===== config.mk =====
export PLATFORM = sky130hd
export DESIGN_NAME = eager_fork
export DESIGN_NICKNAME = d
export VERILOG_FILES = /design/src/rtl/eager_fork.sv
export SDC_FILE = /design/constraint.sdc
export NUM_CORES = 1
export LEC_CHECK = 0
export BUFFER_PORTS_ARGS = -buffer_cell sky130_fd_sc_hd__clkbuf_2
export CORE_UTILIZATION = 40
export DETAILED_ROUTE_END_ITERATION = 10
export PLACE_DENSITY = 0.76
export SLEW_MARGIN = 20
export SYNTH_ARGS = -nofsm -noshare
export SYNTH_HDL_FRONTEND = slang
export SYNTH_SLANG_ARGS = --single-unit

===== constraint.sdc =====
create_clock -name clock -period 2.25 [get_ports clock]
set_input_delay 0.3375 -clock clock [delete_from_list [all_inputs] [get_ports clock]]
set_output_delay 0.3375 -clock clock [all_outputs]
set_load 0.02 [all_outputs]

===== src/rtl/eager_fork.sv =====
// eager_fork: registered two-way eager fork for a valid/ready dataflow fabric.
// One accepted token is held in a single-entry register and offered to both
// branches. Each branch may take it in a different cycle. The token retires
// once both branches have taken it. Output valids come straight from state,
// so there is no combinational path from any ready to any output valid.
module eager_fork #(
  parameter int DATA_WIDTH = 8
) (
  input  logic                  clock,
  input  logic                  reset,
  input  logic [DATA_WIDTH-1:0] io_din,
  input  logic                  io_din_v,
  output logic                  io_din_r,
  output logic [DATA_WIDTH-1:0] io_dout_1,
  output logic                  io_dout_1_v,
  input  logic                  io_dout_1_r,
  output logic [DATA_WIDTH-1:0] io_dout_2,
  output logic                  io_dout_2_v,
  input  logic                  io_dout_2_r
);

  logic                  full_reg, full_next;
  logic [DATA_WIDTH-1:0] data_reg, data_next;
  logic                  sent_1_reg, sent_1_next;
  logic                  sent_2_reg, sent_2_next;

  logic take_1, take_2;
  logic taken_1, taken_2;
  logic done;
  logic din_xfer;

  // Handshake decode and next-state selection (load beats retire beats
  // accumulate). Loading a new token also clears the sent flags, so a retire
  // and a load in the same cycle leave no bubble.
  always_comb begin
    io_dout_1   = data_reg;
    io_dout_2   = data_reg;
    io_dout_1_v = full_reg & ~sent_1_reg;
    io_dout_2_v = full_reg & ~sent_2_reg;

    take_1  = io_dout_1_v & io_dout_1_r;
    take_2  = io_dout_2_v & io_dout_2_r;
    taken_1 = sent_1_reg | take_1;
    taken_2 = sent_2_reg | take_2;
    done    = full_reg & taken_1 & taken_2;

    io_din_r = ~reset & (~full_reg | done);
    din_xfer = io_din_v & io_din_r;

    full_next   = full_reg;
    data_next   = data_reg;
    sent_1_next = sent_1_reg;
    sent_2_next = sent_2_reg;

    if (din_xfer) begin
      full_next   = 1'b1;
      data_next   = io_din;
      sent_1_next = 1'b0;
      sent_2_next = 1'b0;
    end else if (done) begin
      full_next   = 1'b0;
      sent_1_next = 1'b0;
      sent_2_next = 1'b0;
    end else begin
      sent_1_next = taken_1;
      sent_2_next = taken_2;
    end
  end

  // State register; reset discards any held or partially delivered token.
  always_ff @(posedge clock) begin
    if (reset) begin
      full_reg   <= 1'b0;
      data_reg   <= '0;
      sent_1_reg <= 1'b0;
      sent_2_reg <= 1'b0;
    end else begin
      full_reg   <= full_next;
      data_reg   <= data_next;
      sent_1_reg <= sent_1_next;
      sent_2_reg <= sent_2_next;
    end
  end

endmodule


* After elaboration in Yosys (flattened, before gate mapping) *
Cells that the tools add are included.

storage, ports and cells
  output and inout port bits = 19
  register bits = 11
  input bits = 13
  word-level logic and storage cells = 23

cells by class
  muxes and demuxes = 2
  bitwise operators = 15
  reductions and logical operators = 2

operator list
  kind                count
  1-bit bitwise AND   8
  1-bit NOT           4
  1-bit OR            3
  3-bit OR reduction  1
  1-bit 2-to-1 mux    2
  2-bit nonzero test  1

* Longest topological paths before layout *
Gate-level depths: netlist of run 1.

  word-level depth = 10
  depth in mapped cells = 5

* Worst setup path after synthesis of run 1 *
OpenSTA, ideal clock, no wires.

  kind = register to output
  start = register sent_2_reg
  end = output io_din_r
  stages on the path, launching flop included = 3
  setup slack = 1.069 ns
  path buffers = 0
  arrival = 0.844 ns
  path through = dfxtp_1 > o22ai_1 > a21oi_1

between the ends
  cells in the longest elaborated chain, start to end = 7

ends and longest elaborated chain
  item                    line  RTL
  start, declared         25    logic sent_2_reg, sent_2_next;
  start signal, assigned  81    sent_2_reg <= sent_2_next;
  1-bit NOT               39    io_dout_2_v = full_reg & ~sent_2_reg;
  1-bit bitwise AND       39
  1-bit bitwise AND       42    take_2 = io_dout_2_v & io_dout_2_r;
  1-bit OR *              44    taken_2 = sent_2_reg | take_2;
  1-bit bitwise AND *     45    done = full_reg & taken_1 & taken_2;
  1-bit OR *              47    io_din_r = ~reset & (~full_reg | done);
  1-bit bitwise AND *     47
  end, declared           13    output logic io_din_r,

Mark *: on every way between the ends. The rest lies on a longest branch, timed or not.

* Worst setup path in the final report of run 1 *
  start = register full_reg
  end = output io_dout_2_v

between the ends
  cells in the longest elaborated chain, start to end = 1

ends and longest elaborated chain
  item                    line  RTL
  start, declared         22    logic full_reg, full_next;
  start signal, assigned  78    full_reg <= full_next;
  1-bit bitwise AND       39
  end, declared           18    output logic io_dout_2_v,

Every way passes these cells.

==> results.sh, run 1 <==
export IMPL_status="finished, final reports clean"
export IMPL_intPower_mw=0.332
export IMPL_startpoint_type="register"
export IMPL_area_growth_pct=14.2
export IMPL_crit_type="register to primary output"
export IMPL_hold_path_class="input pin to register"
export IMPL_whs_ps=311
export IMPL_pin_count_of_the_biggest_net_entering_global_routing=30
export IMPL_number_of_buffers_between_clock_root_and_the_deepest_sink=2
export IMPL_route_antenna_remaining_nets=0
export IMPL_start_util_pct=44.9
export IMPL_rr_worst_depth=3
export IMPL_cts_hold_buf=0
export IMPL_timing_critical_path_to="io_dout_2_v"
export IMPL_yosysSeqAreaShare_pct=30.8
export IMPL_n_antenna_cell=0
export IMPL_floorplan_die_area_um2=1960
export IMPL_cts_made_buffers=3
export IMPL_finish_instance_area_um2=817
export IMPL_worst_slack_ps=535
export IMPL_ctsResizeCount=0
export IMPL_post_cts_repair_setup_buffers=0
export IMPL_drt_wirelength_per_cell_um=12.7
export IMPL_p_clk_share_pct=27.8
export IMPL_first_global_vias=575
export IMPL_htreeDepth=1
export IMPL_floorplan_core_area_um2=1590
export IMPL_cts_sinks=11
export IMPL_sequential_cell_fraction_of_total_power_pct=44.3
export IMPL_worst_slew_margin_rel_pct=63.5
export IMPL_timing_clock_skew_ps=5.38
export IMPL_globalRouteTotalUtil_pct=17.8
export IMPL_worst_r2r_endpoint="sent_2_reg"
export IMPL_detailroute_via_count=686
export IMPL_switching_power_mw=0.183
export IMPL_drt_drc_violations_left=0
export IMPL_wl_um=1610
export IMPL_yosysUniqueCellTypes=20
export IMPL_detail_route_first_pass_iterations=4
export IMPL_worstSkewPairLatency_ps=280
export IMPL_synthesis_instances=85
export IMPL_critical_path_arrival_ps=1380
export IMPL_tightestPinTransition_ps=547
export IMPL_floorplan_io_pins=32
export IMPL_leakage_nw=0.320
export IMPL_final_hold_violations=0
export IMPL_grt_setup_unrepaired="no"
export IMPL_synth_seq_cells=11
export IMPL_finish_net_count=117
export IMPL_grt_pass1_wl_um=2550
export IMPL_place_gp_congestion=0.746
export IMPL_clock_root_buffer="sky130_fd_sc_hd__clkbuf_4"
export IMPL_swShare_pct=35.6
export IMPL_flip_flop_count_of_the_largest_register_after_layout=8
export IMPL_endpoint_kind="primary output"
export IMPL_die_w_um=44.3
export IMPL_worst_voltage_drop_across_the_vdd_grid_mv=0.322
export IMPL_path_clk_slew_ps=80
export IMPL_initialDrtViolationCount=7
export IMPL_tritoncts="built"
export IMPL_timing_max_transition_violations_final=0
export IMPL_total_power_mw=0.515
export IMPL_crit_reg2reg_launch="full_reg"
export IMPL_placementRows=14
export IMPL_gr_total_overflow=0
export IMPL_timing_max_cap_violations=0
export IMPL_fin_tns_setup_ps=0
export IMPL_final_layout_size_suffix_gt1_share_pct=37.9
export IMPL_post_route_period_util_pct=76.2
export IMPL_dpl_instance_area_um2=791
export IMPL_reg2reg_setup_slack_ps=720
export IMPL_powerDensity_nw_per_um2=630
export IMPL_detailedPlacementHpwl_um=1060
export IMPL_number_of_antenna_violations_at_the_first_check_in_global_routing=0
export IMPL_critical_path_startpoint="full_reg"
export IMPL_route_detailed_vias_per_inst=5.40
export IMPL_fp_dieH_um=44.3
export IMPL_worst_setup_slack_post_dpl_ps=675
export IMPL_buffer_ports_inserted=31
export IMPL_post_synth_instance_area_um2=716
export IMPL_path_max_fanout=13
export IMPL_crit_required_ps=1910
export IMPL_achievable_frequency_ghz=0.583
export IMPL_synth_nets=98
export IMPL_power_share_combinational_pct=27.9
export IMPL_setup_violations=0
export IMPL_synth_yosys_warnings=0
export IMPL_avgSynthCellArea_um2=8.42
export IMPL_final_period_minus_worst_setup_slack_ps=1720
==> worst max-delay path, cell delays in order (launching register included) <==
cell and delay, ps:
sky130_fd_sc_hd__dfxtp_1 570, sky130_fd_sc_hd__inv_2 200, sky130_fd_sc_hd__nor2_1 150, sky130_fd_sc_hd__clkbuf_2 180
==> final cells by class <==
class / count / area (µm²)
clock buffer: 4 / 26.3
timing repair buffer: 31 / 155
sequential: 11 / 220
fill: 167 / 777
multi-input combinational: 55 / 378
tap: 24 / 30.0
inverter: 2 / 7.51
==> per-stage QoR <==
| stage | utilization, % | cells |
|---|---|---|
| global placement | 49.6 | 123 |
| global route | 51.3 | 127 |
| finish | 51.3 | 127 |
| detailed placement | 49.6 | 123 |
| floorplan | - | 85 |
| CTS | 51.3 | 127 |
==> Yosys cell counts, drive strengths merged <==
library cell / number / area [µm²]
a21oi: 4 / 20.0
a31oi: 8 / 50.1
buf: 16 / 106
clkbuf: 1 / 3.75
dfxtp: 11 / 220
inv: 2 / 7.51
nand2: 8 / 30.0
nand3: 2 / 10.0
nand4b: 8 / 70.1
nor2: 4 / 15.0
nor2b: 1 / 6.26
nor3b: 8 / 60.1
o211ai: 1 / 7.51
o22a: 1 / 10.0
o22ai: 1 / 6.26
o311ai: 8 / 85.1
or4: 1 / 7.51
==> cells in the final DEF (no fill, tap or decap) <==
cell,netlist,final
sky130_fd_sc_hd__a21oi_1,4,4
sky130_fd_sc_hd__a31oi_1,8,8
sky130_fd_sc_hd__clkbuf_1,1,1
sky130_fd_sc_hd__clkbuf_2,0,31
sky130_fd_sc_hd__clkbuf_4,0,3
sky130_fd_sc_hd__dfxtp_1,11,11
sky130_fd_sc_hd__inv_2,2,2
sky130_fd_sc_hd__nand2_1,8,8
sky130_fd_sc_hd__nand3_1,2,2
sky130_fd_sc_hd__nand4b_1,8,8
sky130_fd_sc_hd__nor2_1,4,4
sky130_fd_sc_hd__nor2b_1,1,1
sky130_fd_sc_hd__nor3b_1,8,8
sky130_fd_sc_hd__o211ai_1,1,1
sky130_fd_sc_hd__o22a_2,1,1
sky130_fd_sc_hd__o22ai_1,1,1
sky130_fd_sc_hd__o311ai_1,6,6
sky130_fd_sc_hd__o311ai_2,2,2
sky130_fd_sc_hd__or4_1,1,1
==> cells by family (layout without fill, tap and decap cells) <==
family	after synthesis	in the layout	synth area share [%]
AOI/OAI and AO/OA	23	23	25.0
and+or+nand+nor	32	32	27.8
buffers and inverters	19	37	16.4
DFF	11	11	30.8
==> power by group through the flow <==
stage	clock (mW)	sequential, mW	combinational (mW)
finish	0.143	0.228	0.143
global route	0.153	0.231	0.155
CTS	0.146	0.228	0.144
detailed placement	0	0.233	0.144
global placement	0	0.232	0.141
floorplan	0	0.245	0.104
==> worst min path at each step <==
stage,slack [ps],cells past startpoint,from,endpoint
CTS,310,3,io_din[7],io_dout_1[7]
finish,310,3,io_din[7],io_dout_1[7]
detailed placement,500,2,io_dout_1[3],io_dout_1[3]
global route,330,3,io_din[3],io_dout_1[3]
global placement,500,2,io_dout_1[6],io_dout_1[6]
floorplan,480,2,io_din[3],io_dout_1[3]
==> routing by layer <==
layer | vias up | routed length (µm) | GRT usage (%)
li1 | 353 | - | -
met1 | 306 | 769 | 22.9
met2 | 23 | 723 | 26.2
met3 | 4 | 90 | 6.12
met4 | 0 | 30 | 9.09
met5 | - | 0 | 0
Power figures use the tool's default switching activity.
==> run 2: changes to the inputs <==
- ABC_AREA: not set -> 1
- PLACE_DENSITY: 0.76 -> 0.8
- clock period: 2.25 -> 1.8 ns (I/O delays scaled with it)
==> run 2 against run 1 <==
Compared with the run above: critical path depth up 2; clock skew shrank 2.6 ps; combinational power shrank 8%; hold slack worse by 100 ps; critical path type unchanged; critical endpoint is now io_din_r; highest routed layer unchanged.
==> results.sh, run 2 <==
export IMPL_slowest_stage="sky130_fd_sc_hd__dfxtp_2"
export IMPL_pin_count_of_the_biggest_net_entering_global_routing=12
export IMPL_htreeDepth=1
export IMPL_initialDrtViolationCount=6
export IMPL_post_synth_instance_area_um2=553
export IMPL_intPower_mw=0.393
export IMPL_groute_layer_met1_usage_pct=17.4
export IMPL_buffer_ports_inserted=31
export IMPL_p_clk_share_pct=29.3
export IMPL_placementRows=13
export IMPL_tightestPinTransition_ps=332
export IMPL_crit_type="register to primary output"
export IMPL_timing_max_cap_violations=0
export IMPL_final_cell_mix="31 x sky130_fd_sc_hd__clkbuf_2, 16 x sky130_fd_sc_hd__nand3_1, 10 x sky130_fd_sc_hd__dfxtp_1"
export IMPL_finish_net_count=105
export IMPL_path_clk_slew_ps=60
export IMPL_cts_made_buffers=3
export IMPL_wl_um=1020
export IMPL_gr_max_usage_layer="met2"
export IMPL_detailedPlacementHpwl_um=794
export IMPL_floorplan_core_area_um2=1300
export IMPL_tritoncts="built"
export IMPL_clock_root_buffer="sky130_fd_sc_hd__clkbuf_4"
export IMPL_die_w_um=39.2
export IMPL_synth_common_cells="16 x sky130_fd_sc_hd__nand3_1, 11 x sky130_fd_sc_hd__dfxtp_1, 9 x sky130_fd_sc_hd__nand2_1, 8 x sky130_fd_sc_hd__buf_4, 7 x sky130_fd_sc_hd__inv_1"
export IMPL_synth_seq_cells=11
export IMPL_number_of_buffers_between_clock_root_and_the_deepest_sink=2
export IMPL_finish_instance_area_um2=683
export IMPL_achievable_frequency_ghz=0.629
export IMPL_floorplan_die_area_um2=1540
export IMPL_fp_dieH_um=39.2
export IMPL_place_gp_congestion=0.746
export IMPL_timing_clock_skew_ps=2.74
export IMPL_synth_area_leader_cell="sky130_fd_sc_hd__dfxtp_1"
export IMPL_worstSkewPairLatency_ps=270
export IMPL_synth_async_sr_flop_share_pct=0
export IMPL_final_layout_size_suffix_gt1_share_pct=47.3
export IMPL_crit_required_ps=1530
export IMPL_n_antenna_cell=0
export IMPL_first_global_vias=344
export IMPL_route_detailed_vias_per_inst=4.72
export IMPL_start_util_pct=42.5
export IMPL_status="finished, final reports clean"
export IMPL_number_of_enable_flip_flop_cells_after_synthesis=0
export IMPL_yosys_top_cells_area="sky130_fd_sc_hd__dfxtp_1 40%, sky130_fd_sc_hd__nand3_1 14%, sky130_fd_sc_hd__buf_4 11%"
export IMPL_cts_hold_buf=0
export IMPL_final_hold_violations=0
export IMPL_number_of_antenna_violations_at_the_first_check_in_global_routing=0
export IMPL_whs_ps=209
export IMPL_hold_path_class="input pin to register"
export IMPL_fin_tns_setup_ps=0
export IMPL_most_common_cell_after_layout_fill_and_taps_aside="sky130_fd_sc_hd__clkbuf_2"
export IMPL_grt_util_met3_pct=6.94
export IMPL_detail_route_first_pass_iterations=4
export IMPL_path_max_fanout=8
export IMPL_total_power_mw=0.575
export IMPL_powerDensity_nw_per_um2=841
export IMPL_critical_path_arrival_ps=1320
export IMPL_synth_yosys_warnings=0
export IMPL_area_growth_pct=23.5
export IMPL_worst_voltage_drop_across_the_vdd_grid_mv=0.417
export IMPL_worst_slew_margin_rel_pct=77.8
export IMPL_timing_max_transition_violations_final=0
export IMPL_synthMostInstantiatedCell="sky130_fd_sc_hd__nand3_1"
export IMPL_floorplan_io_pins=32
export IMPL_leakage_nw=0.388
export IMPL_synth_ff_type="sky130_fd_sc_hd__dfxtp_1"
export IMPL_final_period_minus_worst_setup_slack_ps=1590
export IMPL_dpl_instance_area_um2=656
export IMPL_drt_wirelength_per_cell_um=9.64
export IMPL_drt_drc_violations_left=0
export IMPL_critPathMaxStageDelay_ps=470
export IMPL_detailroute_via_count=500
export IMPL_route_antenna_remaining_nets=0
export IMPL_endpoint_kind="primary output"
export IMPL_gr_total_overflow=0
export IMPL_flip_flop_count_of_the_largest_register_after_layout=8
export IMPL_post_cts_repair_setup_buffers=0
export IMPL_worst_slack_ps=209
export IMPL_setup_violations=0
export IMPL_grt_pass1_wl_um=1440
export IMPL_swShare_pct=31.6
export IMPL_worst_setup_slack_post_dpl_ps=330
export IMPL_globalRouteTotalUtil_pct=14.3
export IMPL_sequential_cell_fraction_of_total_power_pct=47.9
export IMPL_yosysUniqueCellTypes=15
export IMPL_yosysSeqAreaShare_pct=39.8
export IMPL_switching_power_mw=0.182
export IMPL_synth_largest_type_area_fraction_pct=39.8
export IMPL_startpoint_type="register"
export IMPL_cts_sinks=11
export IMPL_avgSynthCellArea_um2=8.38
export IMPL_power_share_combinational_pct=22.8
export IMPL_grt_setup_unrepaired="no"
export IMPL_critical_path_cell_chain="nand2_2 > nand2_4 > nand3_4 > a21oi_4 > clkbuf_2"
export IMPL_post_route_period_util_pct=88.4
export IMPL_synthesis_instances=66
export IMPL_globalRouteMet2Util_pct=20.4
export IMPL_synth_nets=79
## run 2: cells by family (layout without fill, tap and decap cells)
kind of cell    count (synthesis)  count (layout)  synth area share [%]
buf+inv                        18              43                  19.0
flops                          11              11                  39.8
compound gates                  4               4                  7.01
simple gates                   33              33                  34.2
## run 2: area by class of cell
type                            instances  area [µm²]
Multi-Input combinational cell         37         228
Fill cell                             142         618
Inverter                                7        26.3
Sequential cell                        11         221
Tap cell                               15        18.8
Timing Repair Buffer                   32         163
Clock buffer                            4        26.3
## run 2: final timing paths
path / slack, ps / from / depth (start not counted) / end
worst max-delay path: 210 / full_reg / 5 / io_din_r
worst min-delay path: 210 / reset / 2 / full_reg
worst max register to register: 530 / full_reg / 7 / io_dout_1[5]
worst min register to register: 480 / io_dout_1[6] / 2 / io_dout_1[6]
## run 2: power by group through the flow
| stage | registers [mW] | clock network, mW | logic (mW) |
|---|---|---|---|
| 3_3_place_gp | 0.280 | 0 | 0.130 |
| 3_5_place_dp | 0.281 | 0 | 0.131 |
| 2_1_floorplan | 0.290 | 0 | 0.0904 |
| 5_1_grt | 0.279 | 0.191 | 0.143 |
| 6_report | 0.275 | 0.169 | 0.131 |
| 4_1_cts | 0.275 | 0.176 | 0.132 |
## run 2: routing by layer
metal / up-vias / wire (µm)
met3: 4 / 56
met1: 225 / 438
met2: 15 / 511
li1: 256 / -
met5: - / 0
met4: 0 / 15
## run 2: timing repair
action                                  CTS  global route
endpoints found under the setup margin    0             1
resized for setup                         0             1
endpoints found under the hold margin     0             0
## run 2: metrics by stage
| step | std cells | util, % |
|---|---|---|
| floorplan | 66 | - |
| global placement | 102 | 50.4 |
| detailed placement | 102 | 50.4 |
| CTS | 106 | 52.4 |
| global route | 106 | 52.5 |
| finish | 106 | 52.5 |
## run 2: critical path, delay by kind of cell (launching register included)
kind            cells  cell delay, ps
simple gates        3             260
buf+inv             1             180
compound gates      1             140
flops               1             470
==> run 3: changes to the inputs <==
--- a/config.mk
+++ b/config.mk
@@ -9,2 +9,3 @@
 export BUFFER_PORTS_ARGS = -buffer_cell sky130_fd_sc_hd__clkbuf_2
+export CAP_MARGIN = 20
 export CORE_UTILIZATION = 40
==> constraint.sdc (replaced) <==
create_clock -name clock -period 1.8 [get_ports clock]
set_input_delay 0.09 -clock clock [delete_from_list [all_inputs] [get_ports clock]]
set_output_delay 0.09 -clock clock [all_outputs]
set_load 0.02 [all_outputs]
==> run 3 against run 2 <==
Compared with the run above: critical path depth unchanged; wire length up 12%; clock power down 3%; clock-buffer cell count unchanged; flip-flop and latch count unchanged; via count unchanged; die area stayed put; global-route usage grew 1.3 points; sequential share of layout area is 0.36 points higher; combinational power is essentially flat; total power down 0.86%; hold slack got worse by 160 ps; critical path type unchanged; largest power group unchanged.
==> results.sh, run 3 (synthesis gave the netlist of run 2 again) <==
export IMPL_worstSkewPairLatency_ps=270
export IMPL_area_sequential_um2=221
export IMPL_gr_total_overflow=0
export IMPL_detailroute_via_count=500
export IMPL_timing_max_transition_violations_final=0
export IMPL_grt_setup_unrepaired="no"
export IMPL_route_antenna_remaining_nets=0
export IMPL_number_of_buffers_between_clock_root_and_the_deepest_sink=2
export IMPL_crit_buf_inv=1
export IMPL_worst_setup_slack_post_dpl_ps=353
export IMPL_place_gp_congestion=0.727
export IMPL_crit_required_ps=1710
export IMPL_critPathMaxStageDelay_ps=470
export IMPL_timing_clock_skew_ps=1.51
export IMPL_cell_family_contributing_the_most_delay_on_the_critical_path="flip-flops"
export IMPL_clock_root_buffer="sky130_fd_sc_hd__clkbuf_4"
export IMPL_startpoint_type="register"
export IMPL_first_global_vias=364
export IMPL_tritoncts="built"
export IMPL_globalRouteTotalUtil_pct=15.6
export IMPL_area_growth_pct=22.2
export IMPL_hold_path_class="input pin to register"
export IMPL_cts_made_buffers=3
export IMPL_setup_violations=0
export IMPL_grt_pass1_wl_um=1510
export IMPL_critical_path_cell_chain="nand2_2 > nand2_4 > nand3_4 > a21oi_4 > clkbuf_2"
export IMPL_final_period_minus_worst_setup_slack_ps=1570
export IMPL_status="finished, final reports clean"
export IMPL_finish_net_count=104
export IMPL_post_route_period_util_pct=87.4
export IMPL_buffer_ports_inserted=31
export IMPL_endpoint_kind="primary output"
export IMPL_achievable_frequency_ghz=0.636
export IMPL_wl_um=1150
export IMPL_tightestPinTransition_ps=315
export IMPL_placementRows=13
export IMPL_floorplan_io_pins=32
export IMPL_powerDensity_nw_per_um2=843
export IMPL_cts_hold_buf=0
export IMPL_post_route_insts_no_fill=105
export IMPL_slowest_stage="sky130_fd_sc_hd__dfxtp_2"
export IMPL_crit_type="register to primary output"
export IMPL_drt_wirelength_per_cell_um=10.9
export IMPL_detail_route_first_pass_iterations=5
export IMPL_drt_drc_violations_left=0
export IMPL_flip_flop_count_of_the_largest_register_after_layout=8
export IMPL_final_cell_mix="31 x sky130_fd_sc_hd__clkbuf_2, 16 x sky130_fd_sc_hd__nand3_1, 10 x sky130_fd_sc_hd__dfxtp_1"
export IMPL_number_of_antenna_violations_at_the_first_check_in_global_routing=0
export IMPL_fp_dieH_um=39.2
export IMPL_pin_count_of_the_biggest_net_entering_global_routing=12
export IMPL_layout_filler_cells=144
export IMPL_area_of_combinational_cells_with_multiple_inputs_um2=228
export IMPL_worst_slack_ps=228
export IMPL_htreeDepth=1
export IMPL_numPlacedInstances=101
export IMPL_most_common_cell_after_layout_fill_and_taps_aside="sky130_fd_sc_hd__clkbuf_2"
export IMPL_critical_path_arrival_ps=1480
export IMPL_worst_slew_margin_rel_pct=79.0
export IMPL_path_clk_slew_ps=60
export IMPL_floorplan_die_area_um2=1540
export IMPL_route_detailed_vias_per_inst=4.76
export IMPL_start_util_pct=42.5
export IMPL_floorplan_core_area_um2=1300
export IMPL_detailedPlacementHpwl_um=912
export IMPL_final_hold_violations=0
export IMPL_initialDrtViolationCount=10
export IMPL_fin_tns_setup_ps=0
export IMPL_timing_max_cap_violations=0
export IMPL_leakage_nw=0.383
export IMPL_n_antenna_cell=0
export IMPL_worst_voltage_drop_across_the_vdd_grid_mv=0.419
export IMPL_die_w_um=39.2
export IMPL_final_layout_size_suffix_gt1_share_pct=46.7
export IMPL_path_max_fanout=9
export IMPL_cts_sinks=11
==> run 3: changes by cell type in the layout (fill, tap and decap cells not counted), sizes merged <==
cell,change
buf,-1
==> run 3: worst paths after layout <==
check	slack, ps	endpoint	depth (start not counted)	from
max	230	io_din_r	5	full_reg
min	50	io_dout_1[1]	3	io_din[1]
max reg2reg	520	io_dout_1[0]	7	full_reg
min reg2reg	490	io_dout_1[3]	2	io_dout_1[3]
==> run 3: area by class of cell <==
type / instances / area share, %
multi-input cells: 37 / 33.7
well taps: 15 / 2.78
inverters: 7 / 3.89
repair buffers: 31 / 23.0
clock buffers: 4 / 3.89
flip-flops and latches: 11 / 32.8
==> run 3: power by group <==
part | internal, mW | leakage (nW) | switching (mW)
sequential | 0.260 | 0.0907 | 0.0168
clock | 0.0858 | 0.0150 | 0.0777
combinational | 0.0447 | 0.277 | 0.0846
total | 0.391 | 0.383 | 0.179
==> run 3: stage by stage <==
step                      hold slack (ps)  total power [mW]  util (%)  cell area [µm²]
final                                46.0             0.570      51.9              676
after global routing                 31.5             0.603      51.9              676
after CTS                            40.7             0.575      51.8              674
after detailed placement              323             0.412      49.8              648
after global placement                319             0.408      49.8              648
after floorplan                       159             0.381         -              553
==> run 3: what timing repair did <==
| action | CTS | global route |
|---|---|---|
| gates resized for setup | 0 | 1 |
| setup endpoints to repair | 0 | 1 |
| buffers inserted | 0 | 0 |
==> run 3: tightest hold or removal path, cell delays in order <==
cell                       delay (ps)
sky130_fd_sc_hd__clkbuf_2          80
sky130_fd_sc_hd__nand3_1           60
sky130_fd_sc_hd__nand2_1           60
==> run 3: layer usage <==
| layer | track usage, % | wire (µm) | up-vias |
|---|---|---|---|
| met2 | 21.3 | 588 | 18 |
| li1 | - | - | 255 |
| met1 | 18.3 | 471 | 225 |
| met4 | 10.3 | 21 | 0 |
| met5 | 0 | 0 | - |
| met3 | 8.67 | 66 | 2 |
